File: config.mk
export PLATFORM = sky130hd
export DESIGN_NAME = fp_add_issue
export DESIGN_NICKNAME = d
export VERILOG_FILES = /design/src/rtl/fp_pkg.sv /design/src/rtl/fp_classify.sv /design/src/rtl/fp_add_issue.sv
export SDC_FILE = /design/constraint.sdc
export NUM_CORES = 1
export LEC_CHECK = 0
export ABC_AREA = 1
export CAP_MARGIN = 20
export CORE_MARGIN = 4
export CORE_UTILIZATION = 35
export DETAILED_ROUTE_END_ITERATION = 10
export PLACE_DENSITY = 0.68
export SYNTH_ARGS = -nofsm -noshare
export SYNTH_HDL_FRONTEND = slang
export SYNTH_SLANG_ARGS = --single-unit
File: constraint.sdc
create_clock -name clk -period 2.9 [get_ports clk]
set_clock_uncertainty 0.2 [all_clocks]
set_input_delay 0.87 -clock clk [delete_from_list [all_inputs] [get_ports clk]]
set_output_delay 0.87 -clock clk [all_outputs]
set_load 0.02 [all_outputs]
File: src/rtl/fp_pkg.sv
// Shared binary32 field constants, operand classes and the issue-entry payload
// for the fp_add_issue stage.
package fp_pkg;

  localparam int EXP_W = 8;
  localparam int MAN_W = 23;
  localparam logic [EXP_W-1:0] EXP_MAX = 8'hFF;
  localparam logic [31:0] QNAN = 32'h7FC0_0000;

  typedef enum logic [1:0] {
    ZERO = 2'd0,
    NORM = 2'd1,
    INF  = 2'd2,
    NAN  = 2'd3
  } fp_class_t;

  typedef struct packed {
    logic [31:0] num1;
    logic [31:0] num2;
    logic        special;
    logic [31:0] special_result;
  } issue_entry_t;

endpackage

File: src/rtl/fp_classify.sv
// Combinational binary32 operand classifier; denormals are reported as ZERO
// so the issue stage flushes them.
module fp_classify
  import fp_pkg::*;
(
  input  logic [31:0] num,
  output fp_class_t   cls
);

  logic [EXP_W-1:0] exp_s;
  logic [MAN_W-1:0] man_s;

  assign exp_s = num[MAN_W +: EXP_W];
  assign man_s = num[MAN_W-1:0];

  // Class decode from exponent and mantissa fields
  always_comb begin
    cls = NORM;
    if (exp_s == {EXP_W{1'b0}}) begin
      cls = ZERO;
    end else if (exp_s == EXP_MAX) begin
      if (man_s != {MAN_W{1'b0}}) begin
        cls = NAN;
      end else begin
        cls = INF;
      end
    end else begin
      cls = NORM;
    end
  end

endmodule

File: src/rtl/fp_add_issue.sv
// Issue stage ahead of fp_adder: 2-entry skid buffer whose entries carry
// flushed operands and a pre-resolved IEEE special-case bypass result.
module fp_add_issue
  import fp_pkg::*;
(
  input  logic        clk,
  input  logic        rst,
  input  logic        in_valid,
  output logic        in_ready,
  input  logic [31:0] in_num1,
  input  logic [31:0] in_num2,
  input  logic        in_add_sub,
  output logic        out_valid,
  input  logic        out_ready,
  output logic [31:0] out_num1,
  output logic [31:0] out_num2,
  output logic        out_add_sub,
  output logic        out_special,
  output logic [31:0] out_special_result
);

  fp_class_t    cls_a_s;
  fp_class_t    cls_b_s;
  logic         sb_s;
  logic         sa_s;
  issue_entry_t new_entry_s;

  issue_entry_t main_r, skid_r, main_n_s, skid_n_s;
  logic         main_valid_r, skid_valid_r, main_valid_n_s, skid_valid_n_s;
  logic         in_ready_r;
  logic         accept_s, drain_s;

  fp_classify u_cls_a (.num(in_num1), .cls(cls_a_s));
  fp_classify u_cls_b (.num(in_num2), .cls(cls_b_s));

  assign sa_s     = in_num1[31];
  assign sb_s     = in_num2[31] ^ in_add_sub;
  assign accept_s = in_valid & in_ready_r;
  assign drain_s  = main_valid_r & out_ready;

  // Build the entry: flush denormals, apply effective B sign, resolve specials
  always_comb begin
    new_entry_s      = '0;
    new_entry_s.num1 = (cls_a_s == ZERO) ? {sa_s, 31'b0} : in_num1;
    new_entry_s.num2 = (cls_b_s == ZERO) ? {sb_s, 31'b0} : {sb_s, in_num2[30:0]};
    new_entry_s.special = 1'b1;
    if ((cls_a_s == NAN) || (cls_b_s == NAN)) begin
      new_entry_s.special_result = QNAN;
    end else if ((cls_a_s == INF) && (cls_b_s == INF) && (sa_s != sb_s)) begin
      new_entry_s.special_result = QNAN;
    end else if (cls_a_s == INF) begin
      new_entry_s.special_result = in_num1;
    end else if (cls_b_s == INF) begin
      new_entry_s.special_result = {sb_s, in_num2[30:0]};
    end else if ((cls_a_s == ZERO) && (cls_b_s == ZERO)) begin
      new_entry_s.special_result = {sa_s & sb_s, 31'b0};
    end else if (cls_a_s == ZERO) begin
      new_entry_s.special_result = {sb_s, in_num2[30:0]};
    end else if (cls_b_s == ZERO) begin
      new_entry_s.special_result = in_num1;
    end else if ((in_num1[30:0] == in_num2[30:0]) && (sa_s != sb_s)) begin
      new_entry_s.special_result = 32'h0000_0000;
    end else begin
      new_entry_s.special        = 1'b0;
      new_entry_s.special_result = 32'h0000_0000;
    end
  end

  // Skid-buffer next state: drain first, then place the accepted entry
  always_comb begin
    main_n_s       = main_r;
    main_valid_n_s = main_valid_r;
    skid_n_s       = skid_r;
    skid_valid_n_s = skid_valid_r;
    if (drain_s) begin
      if (skid_valid_r) begin
        main_n_s       = skid_r;
        main_valid_n_s = 1'b1;
        skid_n_s       = '0;
        skid_valid_n_s = 1'b0;
      end else begin
        main_n_s       = '0;
        main_valid_n_s = 1'b0;
      end
    end else begin
      main_n_s = main_r;
    end
    // in_ready guarantees skid is empty whenever an accept happens
    if (accept_s) begin
      if (!main_valid_n_s) begin
        main_n_s       = new_entry_s;
        main_valid_n_s = 1'b1;
      end else begin
        skid_n_s       = new_entry_s;
        skid_valid_n_s = 1'b1;
      end
    end else begin
      skid_n_s = skid_n_s;
    end
  end

  // State registers with synchronous reset
  always_ff @(posedge clk) begin
    if (rst) begin
      main_r       <= '0;
      skid_r       <= '0;
      main_valid_r <= 1'b0;
      skid_valid_r <= 1'b0;
      in_ready_r   <= 1'b0;
    end else begin
      main_r       <= main_n_s;
      skid_r       <= skid_n_s;
      main_valid_r <= main_valid_n_s;
      skid_valid_r <= skid_valid_n_s;
      in_ready_r   <= ~skid_valid_n_s;
    end
  end

  assign in_ready           = in_ready_r;
  assign out_valid          = main_valid_r;
  assign out_num1           = main_r.num1;
  assign out_num2           = main_r.num2;
  assign out_add_sub        = 1'b0;
  assign out_special        = main_r.special;
  assign out_special_result = main_r.special_result;

endmodule

==> flow_summary_export.csv, run 1 <==
group,metric,value,unit
run_status,status,"complete, no violations",
global_route,antenna_found_initial,0,
cts,clk_pin_slew_worst_paths,0.06,ns
worst_setup_path,r2r_cells,7,
drt,drt-pass1-iter-count,8,
worst_setup_path,cp.arrival,2.80,ns
min_path,hold_path.startpoint,"skid_r[94]$_SDFF_PP0_",
global_route,grt_pass1_vias,9890,
finish,final_nets,1675,
drt,wl,34.4,mm
placement,dp.cells,1958,
power,p_leak,5.50,nW
cts,cts-resized-gates,0,
global_route,overflow,0,
worst_setup_path,crit_fanout,3,
yosys,synth.avg_cell_area,6.95,um^2
placement,place.gp.congestion,0.940,
yosys,syn_nets,1462,
cts,cts_tree,"yes",
min_path,holdPathStages,2,
worst_setup_path,r2r_setup_slack,0.98,ns
sta,rsz0062_at_grt,"no",
drt,vias,10396,
yosys,yosysSeqAreaShare,40.7,%
yosys,synth-async-reset-ratio,0,%
drt,via_per_inst,5.23,
worst_setup_path,cp-start-kind,"input port",
floorplan,fp.dieH,174,um
sta,setup_tns,0,ns
run,maxCapViolations,0,
sta,fin_crit,2.63,ns
floorplan,io_pins,169,
sta,fin_crit_sh,90.6,%
sta,max-slew-margin-rel,62.4,%
worst_setup_path,worstReg2RegEnd,"out_num1[31]$_SDFF_PP0_",
finish,finalNonFillerCells,1989,
yosys,synth.most_common_cell,"nand2_1",
cts,clkLatencyLatePin,0.43,ns
power,power.density,508,nW/um^2
floorplan,initial_core_util,35.7,%
finish,syn_to_final_growth,36.5,%
drt,met2_wirelength,15.6,mm
floorplan,die_area,30400,um^2
min_path,hold_path_end,"skid_r[94]$_SDFF_PP0_",
finish,antenna_cells,0,
sta,maxSlewViolCount,0,
cts,clockRootBuffer,"clkbuf_16",
worst_setup_path,end_kind,"register",
sta,max_freq,381,MHz
yosys,netlist_area,9680,um^2
yosys,yosys.cell_types.count,33,
placement,dp_hpwl,23.6,mm
min_path,hold_path.class,"reg2reg",
yosys,synth_warnings,0,
drt,routed.top_layer,"met4",
sta,setup_violations,0,
drt,met3_length,2.63,mm
worst_setup_path,required,3.08,ns
floorplan,die_w,174,um
floorplan,core_area,27100,um^2
cts,h-tree-depth,4,
drt,drtIter0Drc,983,
yosys,synth_edf_count,0,
yosys,ys_ff_latch,197,
yosys,synthCells,1392,
worst_setup_path,reg2reg_from,"out_valid$_SDFF_PP0_",
cts,clock-sinks,197,
sta,tightest_slew,0.563,ns
cts,clockBufferDepth,2,
floorplan,num_rows,60,
cts,cts_buffers,17,
drt,wire_per_inst,17.3,um
drt,ant_nets,0,
drt,routedLengthMet1,14.9,mm
yosys,synth_top_cell_area_share,40.7,%
sta,hold_viol,0,
cts,post-cts-setup-buffer-count,0,
cts,hold_buffers,0,
finish,drive_gt1_share,13.6,%
global_route,grt_max_degree,116,
placement,io_buffers,167,
yosys,ys_top_cells_by_count,"376 x nand2_1, 197 x dfxtp_1, 193 x nor2_1",
global_route,track_usage,22.1,%
yosys,netlist_top_cells_area,"dfxtp_1 41%, nand2_1 15%, nor2_1 7.5%",
yosys,ys.flop_type,"dfxtp_1",
power,peakVddDrop,0.360,mV
finish,fillers,2603,
worst_setup_path,critical_path_class,"in2reg",
global_route,grt_pass1_wl,54.1,mm
yosys,yosys.area.top_type,"dfxtp_1",
drt,drc,0,
## cell usage in the layout (no fill, tap or decap), types with 3 or more instances in the layout
master | synthesis | final
a211oi_1 | 22 | 22
a211oi_2 | 40 | 40
a21oi_1 | 108 | 108
a221oi_1 | 13 | 13
a22oi_1 | 47 | 47
a311oi_1 | 5 | 5
buf_12 | 0 | 18
buf_4 | 7 | 116
bufinv_16 | 0 | 3
clkbuf_16 | 0 | 17
clkbuf_8 | 0 | 4
clkdlybuf4s50_1 | 0 | 166
dfxtp_1 | 197 | 197
inv_1 | 78 | 77
inv_2 | 4 | 4
nand2_1 | 376 | 375
nand2_4 | 1 | 3
nand3_1 | 70 | 70
nand4_1 | 9 | 9
nor2_1 | 193 | 193
nor3_1 | 7 | 7
o21ai_0 | 74 | 74
o21ai_1 | 16 | 16
o22ai_1 | 3 | 3
xnor2_1 | 4 | 4
xor2_1 | 7 | 7
## worst max path at each step
stage / start / to / cells after the start
2_1_floorplan: out_ready / skid_r[53]$_SDFF_PP0_ / 9
3_3_place_gp: in_add_sub / out_special$_SDFF_PP0_ / 13
3_5_place_dp: in_add_sub / skid_r[32]$_SDFF_PP0_ / 13
4_1_cts: in_add_sub / skid_r[32]$_SDFF_PP0_ / 13
5_1_grt: in_add_sub / skid_r[32]$_SDFF_PP0_ / 13
6_report: in_add_sub / out_special$_SDFF_PP0_ / 13
## area by class of cell
class                   instances  area, um^2  area share [%]
clock inverters                10         143            1.08
inverters                      82         310            2.35
flip-flops and latches        197        3940            29.8
clock buffers                  21         480            3.64
multi-input cells            1007        4980            37.7
well taps                     372         465            3.52
repair buffers                300        2890            21.9
## registers in the layout, indices dropped and copies added (netlist names)
register,count
skid_r,97
out_valid,1
out_special_result,32
out_num2,32
skid_valid_r,1
out_special,1
in_ready,1
out_num1,32
## layer usage
| metal | global-route usage [%] | up-vias |
|---|---|---|
| met3 | 4.15 | 67 |
| met2 | 34.7 | 441 |
| met1 | 29.9 | 4839 |
| met4 | 9.07 | 0 |
| li1 | - | 5049 |
| met5 | 0 | - |
## power breakdown
part / internal, mW / leakage [nW] / switching [mW]
Combinational: 0.557 / 3.58 / 0.679
Sequential: 2.86 / 1.61 / 0.0927
Clock: 1.45 / 0.306 / 1.08
## stage by stage
stage	instance area (um^2)	utilization, %	hold slack, ns	setup slack (ns)	power (mW)
after floorplan	9680	-	0.239	0.596	3.60
after global placement	12600	46.5	0.248	-0.211	4.22
after CTS	13200	48.8	0.264	0.285	6.75
final	13200	48.8	0.266	0.273	6.71
after detailed placement	12600	46.5	0.254	-0.150	4.24
after global routing	13200	48.8	0.279	0.0201	6.98
## kinds of logic (layout without fill, tap and decap cells)
family / after synthesis / after routing / synth area share [%]
AOI/OAI and AO/OA: 330 / 330 / 22.8
buffers and inverters: 188 / 413 / 7.95
xor gates and xnor gates: 11 / 11 / 0.995
other: 1 / 1 / 0.0387
and+or+nand+nor: 664 / 664 / 27.4
adders and majority gates: 1 / 1 / 0.129
DFF: 197 / 197 / 40.7
## worst max-delay path: stages
cell             delay, ns
clkdlybuf4s50_1       0.42
xnor2_1               0.23
buf_4                 0.17
inv_1                 0.06
ha_1                  0.31
nand4_1               0.15
nor3_1                0.15
nand2_1               0.06
nor2_1                0.13
nand2_1               0.09
nand3_1               0.07
nand2_1               0.05
inv_1                 0.05
Power figures use the tool's default switching activity.
==> inputs of run 2 (changes only) <==
Settings changed: TNS_END_PERCENT from default to 1.
==> results of run 2 <==
Same layout as run 1: the final DEF is identical, and so are final timing and power.
==> inputs of run 3 (changes only) <==
Settings changed: MAX_ROUTING_LAYER from default to met4.
==> flow_summary_export.csv, run 3 (same netlist as run 1, synthesis figures left out) <==
group,metric,value,unit
run_status,status,"complete, no violations",
worst_setup_path,cp.arrival,1.56,ns
global_route,grt.busiest_layer,"met2",
finish,drive_gt1_share,14.0,%
finish,largest-register,"skid_r",
worst_setup_path,r2r_cells,9,
worst_setup_path,required,1.83,ns
worst_setup_path,critPathSlowestCell,"clkdlybuf4s50_1",
finish,largest_reg_flops,97,
finish,layout_common_cells,"375 x nand2_1, 197 x dfxtp_1, 193 x nor2_1",
drt,vias,10388,
min_path,holdPathStages,2,
drt,ant_nets,0,
global_route,grt_max_degree,116,
min_path,hold_path_end,"skid_r[63]$_SDFF_PP0_",
sta,rsz0062_at_grt,"no",
global_route,grt_pass1_vias,9672,
cts,cts_tree,"yes",
worst_setup_path,critical_path_class,"reg2out",
finish,antenna_cells,0,
worst_setup_path,cp-start-kind,"register",
cts,hold_buffers,0,
worst_setup_path,worst-path-buf-inv,1,
placement,place.gp.congestion,0.995,
sta,tightest_slew,0.541,ns
sta,setup_violations,0,
global_route,use_met3,4.63,%
cts,post-cts-setup-buffer-count,0,
cts,clockBufferDepth,2,
power,p_leak,5.50,nW
finish,seqCellArea,3940,um^2
power,power.density,495,nW/um^2
drt,wire_per_inst,17.3,um
global_route,track_usage,23.0,%
floorplan,num_rows,60,
sta,fin_crit,2.63,ns
worst_setup_path,cp_slowest_stage_delay,0.67,ns
worst_setup_path,path_cells,"clkdlybuf4s50_1",
worst_setup_path,worstReg2RegEnd,"skid_r[30]$_SDFF_PP0_",
floorplan,initial_core_util,35.7,%
sta,max-slew-margin-rel,63.9,%
global_route,overflow,0,
worst_setup_path,crit_family,"buffers and inverters",
cts,cts_buffers,17,
min_path,hold_path.class,"reg2reg",
global_route,gr-usage-met1,30.1,%
floorplan,fp.dieH,174,um
finish,final_nets,1683,
sta,setup_tns,0,ns
finish,final_common_cell,"nand2_1",
sta,hold_viol,0,
cts,h-tree-depth,4,
worst_setup_path,crit_fanout,3,
floorplan,die_area,30400,um^2
cts,clk_pin_slew_worst_paths,0.07,ns
finish,fillers,2631,
finish,multi_input_area,4980,um^2
sta,timing.hold.ws,0.266,ns
cts,clkLatencyLatePin,0.44,ns
run,maxCapViolations,0,
drt,wl,34.6,mm
cts,clock-sinks,197,
finish,utilization,48.7,%
placement,dp_hpwl,24.0,mm
worst_setup_path,r2r_setup_slack,0.96,ns
min_path,hold_path.startpoint,"skid_r[63]$_SDFF_PP0_",
global_route,use_met2,35.3,%
floorplan,io_pins,169,
global_route,antenna_found_initial,0,
cts,cts-resized-gates,0,
floorplan,core_area,27100,um^2
worst_setup_path,end_kind,"primary output",
floorplan,die_w,174,um
placement,io_buffers,167,
drt,via_per_inst,5.20,
cts,clockRootBuffer,"clkbuf_16",
drt,drc,0,
sta,max_freq,380,MHz
sta,maxSlewViolCount,0,
finish,syn_to_final_growth,36.4,%
power,peakVddDrop,0.361,mV
global_route,grt_pass1_wl,54.3,mm
drt,drtIter0Drc,958,
worst_setup_path,reg2reg_from,"out_valid$_SDFF_PP0_",
drt,drt-pass1-iter-count,5,
sta,fin_crit_sh,90.8,%
run 3: where the power goes:
group          internal, mW  leakage, nW  switching (mW)  total (mW)
Combinational         0.564         3.61           0.681        1.24
Sequential             2.85         1.61          0.0955        2.95
Clock                  1.18        0.274            1.16        2.34
run 3: final cells by class:
cell class | instances | area share (%)
Clock inverter | 12 | 0.834
Sequential cell | 197 | 29.9
Inverter | 82 | 2.35
Multi-Input combinational cell | 1007 | 37.7
Clock buffer | 20 | 3.46
Tap cell | 372 | 3.52
Timing Repair Buffer | 308 | 22.3
run 3: worst max path at each step:
stage	endpoint	from	slack [ns]	cells after the start
2_1_floorplan	skid_r[53]$_SDFF_PP0_	out_ready	0.60	9
3_3_place_gp	skid_r[4]$_SDFF_PP0_	in_num2[28]	-0.11	11
3_5_place_dp	skid_r[32]$_SDFF_PP0_	in_add_sub	-0.16	13
4_1_cts	out_valid	out_valid$_SDFF_PP0_	0.26	1
5_1_grt	out_special$_SDFF_PP0_	in_add_sub	0.12	13
6_report	out_valid	out_valid$_SDFF_PP0_	0.27	1
run 3: per-layer routing:
layer / vias up / routed length, um / part of all wire, %
li1: 5060 / - / -
met1: 4824 / 15200 / 44
met5: - / 0 / 0
met2: 435 / 15900 / 46
met3: 69 / 2380 / 6.9
met4: 0 / 1130 / 3.3
run 3: worst register-to-register path: stages, from the launching register on:
cell and delay (ns):
dfxtp_1 0.46, nand2_4 0.12, nor2_4 0.15, buf_12 0.25, inv_2 0.14, buf_4 0.25, nand2_1 0.10, a21oi_1 0.06
nand2_1 0.09, inv_1 0.04
run 3: through the flow:
step	cells	total power, mW	area [um^2]	setup slack (ns)
6_report	1998	6.53	13200	0.265
5_1_grt	1998	6.79	13200	0.118
4_1_cts	1998	6.57	13200	0.259
3_5_place_dp	1966	4.25	12600	-0.158
3_3_place_gp	1966	4.24	12600	-0.112
2_1_floorplan	1392	3.60	9680	0.596
